--- config.mk ---
export PLATFORM = sky130hd
export DESIGN_NAME = sd_blk_responder
export DESIGN_NICKNAME = d
export VERILOG_FILES = /design/src/rtl/sd_blk_responder.sv
export SDC_FILE = /design/constraint.sdc
export NUM_CORES = 1
export LEC_CHECK = 0
export ABC_AREA = 0
export BUFFER_PORTS_ARGS = -buffer_cell sky130_fd_sc_hd__buf_2
export CORE_AREA = 2 2 91 93
export CTS_CLUSTER_SIZE = 30
export DETAILED_ROUTE_END_ITERATION = 16
export DIE_AREA = 0 0 93 95
export PLACE_DENSITY = 0.76
export SETUP_SLACK_MARGIN = 0.3
export SLEW_MARGIN = 20
export SYNTH_ARGS = -nofsm -noshare
export SYNTH_HDL_FRONTEND = slang
export SYNTH_SLANG_ARGS = --single-unit
--- constraint.sdc ---
create_clock -name CLK -period 2.41 [get_ports CLK]
set_clock_uncertainty 0.15 [all_clocks]
set_input_delay 0.1205 -clock CLK [delete_from_list [all_inputs] [get_ports CLK]]
set_output_delay 0.1205 -clock CLK [all_outputs]
set_load 0.05 [all_outputs]
--- src/rtl/sd_blk_responder.sv ---
// sd_blk_responder: four-drive SD block server streaming 512-byte blocks to/from a byte-wide image memory.
// Arbitration is fixed priority (drive 0 highest) unless SDBLK_RR_ARB_EN is defined, which selects round-robin.
module sd_blk_responder #(
    parameter int MEM_AW     = 22,
    parameter int DRIVE_BLKS = 2048
) (
    input  logic              CLK,
    input  logic              RESET_N,
    input  logic [31:0]       sd_lba [4],
    input  logic [3:0]        sd_rd,
    input  logic [3:0]        sd_wr,
    output logic [3:0]        sd_ack,
    output logic [8:0]        sd_buff_addr,
    output logic [7:0]        sd_buff_dout,
    input  logic [7:0]        sd_buff_din [4],
    output logic              sd_buff_wr,
    output logic [MEM_AW-1:0] mem_addr,
    output logic              mem_rd,
    output logic              mem_wr,
    output logic [7:0]        mem_wdata,
    input  logic [7:0]        mem_rdata,
    input  logic              mem_ready,
    output logic              busy,
    output logic              oor
);
    localparam int LBA_W = MEM_AW - 11;

    typedef enum logic [2:0] {
        IDLE, GRANT, RD_MEM, RD_BUF, WR_ADDR, WR_CAP, WR_MEM, DONE
    } state_t;

    state_t           state;
    state_t           state_nx;
    logic [3:0]       req;
    logic [1:0]       pick;
    logic [1:0]       ch;
    logic             oor_f;
    logic [LBA_W-1:0] lba;
    logic [8:0]       idx;
    logic [7:0]       rbyte;
    logic [7:0]       wbyte;
    logic             last;
    logic             mem_done;

    assign req      = sd_rd | sd_wr;
    assign last     = (idx == 9'd511);
    // Out-of-range blocks never touch memory, so they complete as if ready were high.
    assign mem_done = mem_ready || oor_f;

`ifdef SDBLK_RR_ARB_EN
    logic [1:0] rr_ptr;

    always_comb begin
        logic found;
        found = 1'b0;
        pick  = rr_ptr;
        for (int unsigned i = 0; i < 4; i++) begin
            if (!found && req[rr_ptr + 2'(i)]) begin
                pick  = rr_ptr + 2'(i);
                found = 1'b1;
            end
        end
    end

    always_ff @(posedge CLK or negedge RESET_N) begin
        if (!RESET_N)
            rr_ptr <= '0;
        else if (state == GRANT)
            rr_ptr <= ch + 2'd1;
    end
`else
    always_comb begin
        logic found;
        found = 1'b0;
        pick  = '0;
        for (int unsigned i = 0; i < 4; i++) begin
            if (!found && req[i]) begin
                pick  = 2'(i);
                found = 1'b1;
            end
        end
    end
`endif

    always_ff @(posedge CLK or negedge RESET_N) begin
        if (!RESET_N)
            state <= IDLE;
        else
            state <= state_nx;
    end

    always_comb begin
        state_nx = state;
        case (state)
            IDLE:    if (|req) state_nx = GRANT;
            GRANT:   state_nx = sd_rd[ch] ? RD_MEM : WR_ADDR;
            RD_MEM:  if (mem_done) state_nx = RD_BUF;
            RD_BUF:  state_nx = last ? DONE : RD_MEM;
            WR_ADDR: state_nx = WR_CAP;
            WR_CAP:  state_nx = WR_MEM;
            WR_MEM:  if (mem_done) state_nx = last ? DONE : WR_ADDR;
            DONE:    state_nx = IDLE;
            default: state_nx = IDLE;
        endcase
    end

    always_ff @(posedge CLK or negedge RESET_N) begin
        if (!RESET_N) begin
            ch     <= '0;
            oor_f  <= 1'b0;
            lba    <= '0;
            idx    <= '0;
            rbyte  <= '0;
            wbyte  <= '0;
            sd_ack <= '0;
        end else begin
            case (state)
                IDLE: if (|req) ch <= pick;
                GRANT: begin
                    sd_ack <= 4'b0001 << ch;
                    lba    <= sd_lba[ch][LBA_W-1:0];
                    oor_f  <= (sd_lba[ch] >= 32'(DRIVE_BLKS));
                    idx    <= '0;
                end
                RD_MEM: if (mem_done) rbyte <= oor_f ? 8'h00 : mem_rdata;
                RD_BUF: if (!last) idx <= idx + 9'd1;
                WR_CAP: wbyte <= sd_buff_din[ch];
                WR_MEM: if (mem_done && !last) idx <= idx + 9'd1;
                DONE:   sd_ack <= '0;
                default: ;
            endcase
        end
    end

    always_comb begin
        mem_rd     = 1'b0;
        mem_wr     = 1'b0;
        sd_buff_wr = 1'b0;
        oor        = 1'b0;
        busy       = (state != IDLE);
        case (state)
            RD_MEM:  mem_rd     = !oor_f;
            RD_BUF:  sd_buff_wr = 1'b1;
            WR_MEM:  mem_wr     = !oor_f;
            DONE:    oor        = oor_f;
            default: ;
        endcase
    end

    assign mem_addr     = {ch, lba, idx};
    assign mem_wdata    = wbyte;
    assign sd_buff_addr = idx;
    assign sd_buff_dout = rbyte;

endmodule

After elaboration in Yosys (flattened, before gate mapping)

Cells that the tools add are included.

Add/sub/neg operators: 1
$lt $le $gt $ge: 3
Eq/ne operators: 13
Shift operators: 1
Muxes and demuxes: 30
Bitwise logic cells: 2
Reduce and logical (&&, ||, !) cells: 19

Operators by type and width:

| operator             | count |
|---|---|
| $bmux 32 s2          | 1 |
| $mux 32              | 2 |
| $ge 32x12->1 const B | 1 |
| $pmux 9 s3           | 1 |
| $mux 8               | 3 |
| $pmux 3 s8           | 1 |
| $mux 9               | 2 |
| $bmux 8 s2           | 1 |
| $mux 3               | 5 |
| $eq 3x3->1 const B   | 4 |
| $ne 2x2->1 const B   | 5 |
| $add 9x1->9 const B  | 1 |
| $eq 9x9->1 const B   | 1 |
| $mux 1               | 9 |
| $pmux 4 s2           | 1 |
| $eq 3x2->1 const B   | 2 |
| $mux 2               | 3 |
| $reduce_and 3->1     | 2 |
| $reduce_bool 3->1    | 2 |
| $logic_not 1->1      | 5 |
| $logic_and 1x1->1    | 4 |
| $or 4x4->4           | 1 |
| $reduce_and 2->1     | 2 |
| $reduce_or 4->1      | 1 |
| other kinds (9)      | 9 |

Register bits after elaboration: 46
Output and inout port bits: 56
Logic and storage cells: 77

Logic depth before layout (Yosys ltp)

Gate-level depths: netlist of run 1.

Depth after elaboration: 11
Depth in mapped cells: 9

Worst setup path after synthesis of run 1

OpenSTA, ideal clock, no wires.

Path kind: register to register
Start: register idx[2], in the netlist sd_buff_addr[2]
End: register idx[7], in the netlist sd_buff_addr[7]
Arrival time: 2.234 ns
Setup slack: -0.096 ns
Cell stages (with the launch flop): 10
Buffers on the path: 0
Cell sequence: dfrtp_1 > and3_1 > nand3_1 > nor2_1 > ha_1 > and2b_1 > a32oi_1 > nor3_1 > xnor2_1 > nor2_1

Word-level cells in the longest chain between the ends: 5
Elaborated cells on any way between the ends: 10
Classes of those cells: add/sub (1); eq/ne (3); mux (3); reduce/logical (3)

RTL lines:

| what                                                | RTL line | source |
|---|---|---|
| start, declared                                     | 39       | `logic [8:0] idx;` |
| start signal, assigned                              | 126      | `RD_BUF: if (!last) idx <= idx + 9'd1;` |
| start signal, assigned                              | 128      | `WR_MEM: if (mem_done && !last) idx <= idx + 9'd1;` |
| branches (longest 5 deep; another with $add 9x1->9) | n/a      |  |

Parallel ways; which one is timed is not known. The select of a mux whose other input is x is not followed.
A chain may end at the register's enable or synchronous reset.

Final worst setup path of run 1

Start: register idx[2], in the netlist sd_buff_addr[2]
End: register idx[6], in the netlist sd_buff_addr[6]

Same word-level chain as after synthesis.

==> results of run 1 <==
[stage by stage]
stage	setup WS (ns)	util
CTS	0.309	0.549
finish	0.339	0.558
global placement	0.271	0.516
detailed placement	0.183	0.516
global route	0.242	0.558
floorplan	0.151	-
[layer usage]
metal	global-route usage	wire (um)	up-vias
met5	0	0	-
met4	0.0404	96	0
met3	0.0415	602	11
met2	0.367	4810	134
met1	0.270	3830	1471
li1	-	-	1446
[worst max path at each step]
stage | start | to | slack [ns] | cells after the start
finish | sd_buff_addr[2] | sd_buff_addr[6] | 0.34 | 9
global route | sd_buff_addr[2] | sd_buff_addr[6] | 0.24 | 9
CTS | sd_buff_addr[3] | sd_buff_addr[7] | 0.31 | 9
detailed placement | sd_buff_addr[0] | sd_buff_addr[7] | 0.18 | 9
global placement | sd_buff_addr[1] | sd_buff_addr[7] | 0.27 | 9
floorplan | sd_buff_addr[2] | sd_buff_addr[6] | 0.15 | 9
[cell type report]
cell class | instances | share of cell area
inverters | 4 | 0.00339
clock inverters | 3 | 0.00990
clock buffers | 5 | 0.0155
multi-input cells | 173 | 0.355
well taps | 105 | 0.0297
flip-flops and latches | 46 | 0.262
repair buffers | 264 | 0.325
[cells in the mapped netlist (2+ instances only)]
| library cell | number |
|---|---|
| buf_2 | 6 |
| and2_1 | 2 |
| ha_1 | 2 |
| dfrtp_1 | 46 |
| a32oi_1 | 5 |
| nand4_1 | 7 |
| nor4_2 | 2 |
| o21ai_0 | 12 |
| clkbuf_1 | 7 |
| inv_1 | 4 |
| buf_4 | 11 |
| nand3_1 | 4 |
| xor2_1 | 4 |
| nor4_1 | 16 |
| nor2_1 | 16 |
| nand2_1 | 15 |
| a311oi_1 | 2 |
| mux4_2 | 20 |
| nor2b_1 | 2 |
| mux2_2 | 19 |
| a21oi_1 | 4 |
| nor3_1 | 10 |
| or4_4 | 2 |
| and3_1 | 2 |
| a22o_1 | 11 |
| nor3b_1 | 2 |
[power by group through the flow]
stage,Clock (W),Sequential (W),Combinational (W)
floorplan,0,0.00220,0.00137
global placement,0,0.00133,0.00295
detailed placement,0,0.00136,0.00300
CTS,0.000606,0.00131,0.00308
global route,0.000638,0.00136,0.00330
finish,0.000584,0.00131,0.00311
[cell families after synthesis]
logic type | count (synthesis) | share of synthesized area
simple gates | 86 | 0.168
flops | 46 | 0.410
compound gates | 41 | 0.105
mux | 39 | 0.237
buf+inv | 28 | 0.0549
xor+xnor | 5 | 0.0156
fa+ha+maj | 2 | 0.00892
[flip-flops by register name, summed over array words and instances (netlist names)]
register and flops:
ch 2, lba 11, mem_wdata 8, oor_f 1
sd_ack 4, sd_buff_addr 9, sd_buff_dout 8, state 3
[critical path, stage by stage, from the launching register on]
cell     delay, ns
dfrtp_2       0.37
and3_4        0.22
nand3_4       0.10
nor2_4        0.14
ha_4          0.14
and2b_2       0.24
a32o_2        0.30
nand4_1       0.11
xor2_1        0.16
nor2_1        0.05
[what timing repair did]
action	in CTS	in global routing
pin swaps	1	10
hold buffers	11	0
setup endpoints to repair	6	6
hold endpoints to repair	33	0
setup buffers	6	4
gates resized for setup	0	7
==> flow_summary.json, run 1 <==
{
  "fillers": 731,
  "dp_hpwl_mm": 7.50,
  "crit_type": "reg -> reg",
  "rr_worst_depth": 9,
  "hold_class": "in -> reg",
  "place_congestion": 0.811,
  "endpoint_kind": "register",
  "setup_violations": 0,
  "tightestPinTransition_ns": 0.607,
  "p_comb_frac": 0.621,
  "core-area_um2": 7930,
  "clk_latency_ns": 0.29,
  "io_pins": 235,
  "via_count": 3062,
  "outcome": "finished, final reports clean",
  "pwr-share-seq": 0.262,
  "antenna_left": 0,
  "synth_area_um2": 2810,
  "netSwitchingPower_w": 0.00250,
  "fin_crit_sh": 0.859,
  "cts_tree": "built",
  "avgSynthCellArea_um2": 11.4,
  "cts_root_buf": "clkbuf_8",
  "antenna_found_initial": 0,
  "grt_max_degree": 26,
  "drc_errors": 0,
  "drt_iter0_markers": 145,
  "cts.clk_slew.worst_paths_ns": 0.09,
  "cp-start-kind": "register",
  "multi_input_area_um2": 1570,
  "worstReg2RegStart": "sd_buff_addr[2]",
  "synth_top_area_cell": "dfrtp_1",
  "htreeDepth": 2,
  "dr.pass1.iters": 4,
  "place_inst": 571,
  "tns_ns": 0,
  "maxSlewHeadroom": 0.596,
  "peakVddDrop_mv": 0.599,
  "cts_sinks": 46,
  "numCtsBuffers": 5,
  "p_sw_frac": 0.500,
  "clock_path_buffers": 2,
  "routed_via_density": 5.10,
  "yosysSeqAreaShare": 0.410,
  "synth-seq-cells": 46,
  "yosys_warnings": 0,
  "n_antenna_cell": 0,
  "grt_remaining_overflow": 0,
  "fin_crit_ns": 2.07,
  "synth_edf_count": 0,
  "mostFrequentLayoutCells": "buf_2 (234), dfrtp_1 (40), mux4_2 (20)",
  "die_x_um": 93,
  "reg2reg_slack_ns": 0.34,
  "power_leakage_nw": 2.18,
  "crit_arrival_ns": 2.11,
  "die_y_um": 95,
  "grt_pass1_wl_mm": 14.5,
  "fp.dieArea_um2": 8840,
  "std_cell_rows": 33,
  "clkPwrFrac": 0.117,
  "start_util": 0.354,
  "whs_ns": 0.0502,
  "track_usage": 0.209,
  "wire_per_inst_um": 15.6,
  "max_freq_mhz": 483,
  "fin_cells": 600,
  "cp.required_ns": 2.45,
  "syn_nets": 428,
  "reg2reg_to": "sd_buff_addr[6]",
  "rsz0062_at_grt": "true",
  "nets": 675,
  "drive_gt1_frac": 0.648,
  "powerDensity_nw_per_um2": 1130,
  "place_area_um2": 4090,
  "synth_top_area_share": 0.410,
  "drv_slew": 0,
  "cp_max_fo": 4,
  "portBuffers": 234,
  "layout_commonest_cell": "buf_2",
  "holdPathStages": 3,
  "grt_pass1_vias": 3073,
  "final_cell_area_um2": 4430,
  "drv_cap": 0,
  "synth_flop_cell": "dfrtp_1",
  "min_from": "sd_wr[1]",
  "power.internal_w": 0.00250,
  "ff_latch_area_um2": 1160,
  "wirelength_mm": 9.34,
  "layout-area-overhead-vs-synth_pct": 57.8,
  "finalHoldViolCount": 0,
  "total_power_w": 0.00500,
  "async_flop_share": 1.00,
  "synth_cell_types": 40,
  "synthTopCellsByArea": "dfrtp_1 (41%), mux4_2 (16%), mux2_2 (7.6%), nor4_1 (3.6%), a22o_1 (3.4%)",
  "syn_inst": 247,
  "hold_end": "ch[1]"
}
Power figures use the tool's default switching activity.
==> run 2, diff against run 1 <==
--- a/config.mk
+++ b/config.mk
@@ -12,6 +12,7 @@
 export DETAILED_ROUTE_END_ITERATION = 16
 export DIE_AREA = 0 0 93 95
 export PLACE_DENSITY = 0.76
+export RECOVER_POWER = 50
 export SETUP_SLACK_MARGIN = 0.3
 export SLEW_MARGIN = 20
 export SYNTH_ARGS = -nofsm -noshare
==> run 2 against run 1 <==
  * Cell count unchanged
  * Register-to-register slack barely moved
  * Flip-flop and latch count is the same
  * Critical path depth unchanged
==> flow_summary.json, run 2 (synthesized netlist as in run 1, its figures left out) <==
{
  "die_x_um": 93,
  "grt_pass1_wl_mm": 14.5,
  "layout_commonest_cell": "buf_2",
  "drv_slew": 0,
  "htreeDepth": 2,
  "portBuffers": 234,
  "n_antenna_cell": 0,
  "cts_root_buf": "clkbuf_8",
  "whs_ns": 0.0508,
  "setup_ws_ns": 0.340,
  "max_freq_mhz": 483,
  "largest_register_ffs": 11,
  "grt_max_degree": 26,
  "cp_max_fo": 4,
  "via_count": 3052,
  "grt_pass1_vias": 3073,
  "clock_path_buffers": 2,
  "dp_hpwl_mm": 7.50,
  "numCtsBuffers": 5,
  "cts_sinks": 46,
  "start_util": 0.354,
  "layout-area-overhead-vs-synth_pct": 55.6,
  "track_usage": 0.209,
  "crit_type": "reg -> reg",
  "multi_input_area_um2": 1570,
  "std_cell_rows": 33,
  "setup_violations": 0,
  "rsz0062_at_grt": "true",
  "fin_crit_sh": 0.859,
  "ff_latch_area_um2": 1160,
  "tightestPinTransition_ns": 1.46,
  "largest-register": "lba",
  "mostFrequentLayoutCells": "buf_2 (186), clkbuf_1 (48), dfrtp_1 (40)",
  "power_leakage_nw": 2.01,
  "fp.dieArea_um2": 8840,
  "die_y_um": 95,
  "io_pins": 235,
  "drive_gt1_frac": 0.552,
  "fillers": 754,
  "powerDensity_nw_per_um2": 1130,
  "clk_latency_ns": 0.29,
  "nets": 675,
  "place_congestion": 0.811,
  "cts_tree": "built",
  "cp-start-kind": "register",
  "antenna_found_initial": 0,
  "post-route-util": 0.551,
  "drt_iter0_markers": 139,
  "core-area_um2": 7930,
  "grt_remaining_overflow": 0,
  "pre_cts_ws_ns": 0.183,
  "dr.pass1.iters": 4,
  "wire_per_inst_um": 15.6,
  "maxSlewHeadroom": 0.0282,
  "drv_cap": 0,
  "fin_crit_ns": 2.07,
  "hold_class": "in -> reg",
  "wirelength_mm": 9.35,
  "cp.required_ns": 2.45,
  "routed_via_density": 5.09,
  "endpoint_kind": "register",
  "finalHoldViolCount": 0,
  "tns_ns": 0,
  "cts.clk_slew.worst_paths_ns": 0.09,
  "outcome": "finished, final reports clean",
  "drc_errors": 0,
  "peakVddDrop_mv": 0.594,
  "antenna_left": 0,
  "crit_arrival_ns": 2.11
}
-- run 2: changes by cell type in the layout (fill, tap and decap cells not counted), sizes merged --
cell and delta:
clkbuf +48, buf -48
-- run 2: final timing paths --
| check | startpoint | endpoint | slack (ns) | cells past startpoint |
|---|---|---|---|---|
| setup / recovery | sd_buff_addr[2] | sd_buff_addr[6] | 0.34 | 9 |
| hold / removal | sd_wr[1] | ch[1] | 0.05 | 3 |
| setup reg to reg | sd_buff_addr[2] | sd_buff_addr[6] | 0.34 | 9 |
| hold reg to reg | lba[8] | lba[8] | 0.36 | 1 |
| max in group asynchronous | RESET_N | sd_buff_addr[2] | 0.54 | 3 |
| min in group asynchronous | RESET_N | sd_buff_addr[7] | 0.54 | 2 |
-- run 2: area by class of cell --
class / instances / area share
multi-input combinational: 173 / 0.360
clock buffer: 5 / 0.0158
timing repair buffer: 264 / 0.315
inverter: 4 / 0.00344
tap: 105 / 0.0301
clock inverter: 3 / 0.0100
sequential: 46 / 0.265
-- run 2: per-stage QoR --
step / std cells / power, W / instance area (um2)
floorplan: 247 / 0.00357 / 2840
global placement: 571 / 0.00428 / 4090
detailed placement: 571 / 0.00435 / 4090
CTS: 596 / 0.00500 / 4360
global route: 600 / 0.00523 / 4370
finish: 600 / 0.00493 / 4370
-- run 2: worst max-delay path, stage by stage, from the launching register on --
cell and delay, ns:
dfrtp_2 0.37, and3_4 0.22, nand3_4 0.10, nor2_4 0.14, ha_4 0.14, and2b_2 0.24, a32o_2 0.30, nand4_1 0.11
xor2_1 0.16, nor2_1 0.05
-- run 2: where the power goes --
group,internal (W),switching (W)
sequential,0.00108,0.000243
clock,0.000311,0.000273
combinational,0.00103,0.00200
total,0.00242,0.00251
-- run 2: per-layer routing --
metal	GRT usage	vias up	part of all wire
li1	-	1446	-
met1	0.270	1455	0.41
met2	0.367	140	0.51
met3	0.0415	11	0.070
met4	0.0404	0	0.010
met5	0	-	0
-- run 2: what timing repair did --
action | CTS | global route
hold buffers | 11 | 0
resized for setup | 0 | 7
pin swaps | 1 | 10
hold endpoints to repair | 33 | 0
setup endpoints to repair | 6 | 6
setup buffers | 6 | 4
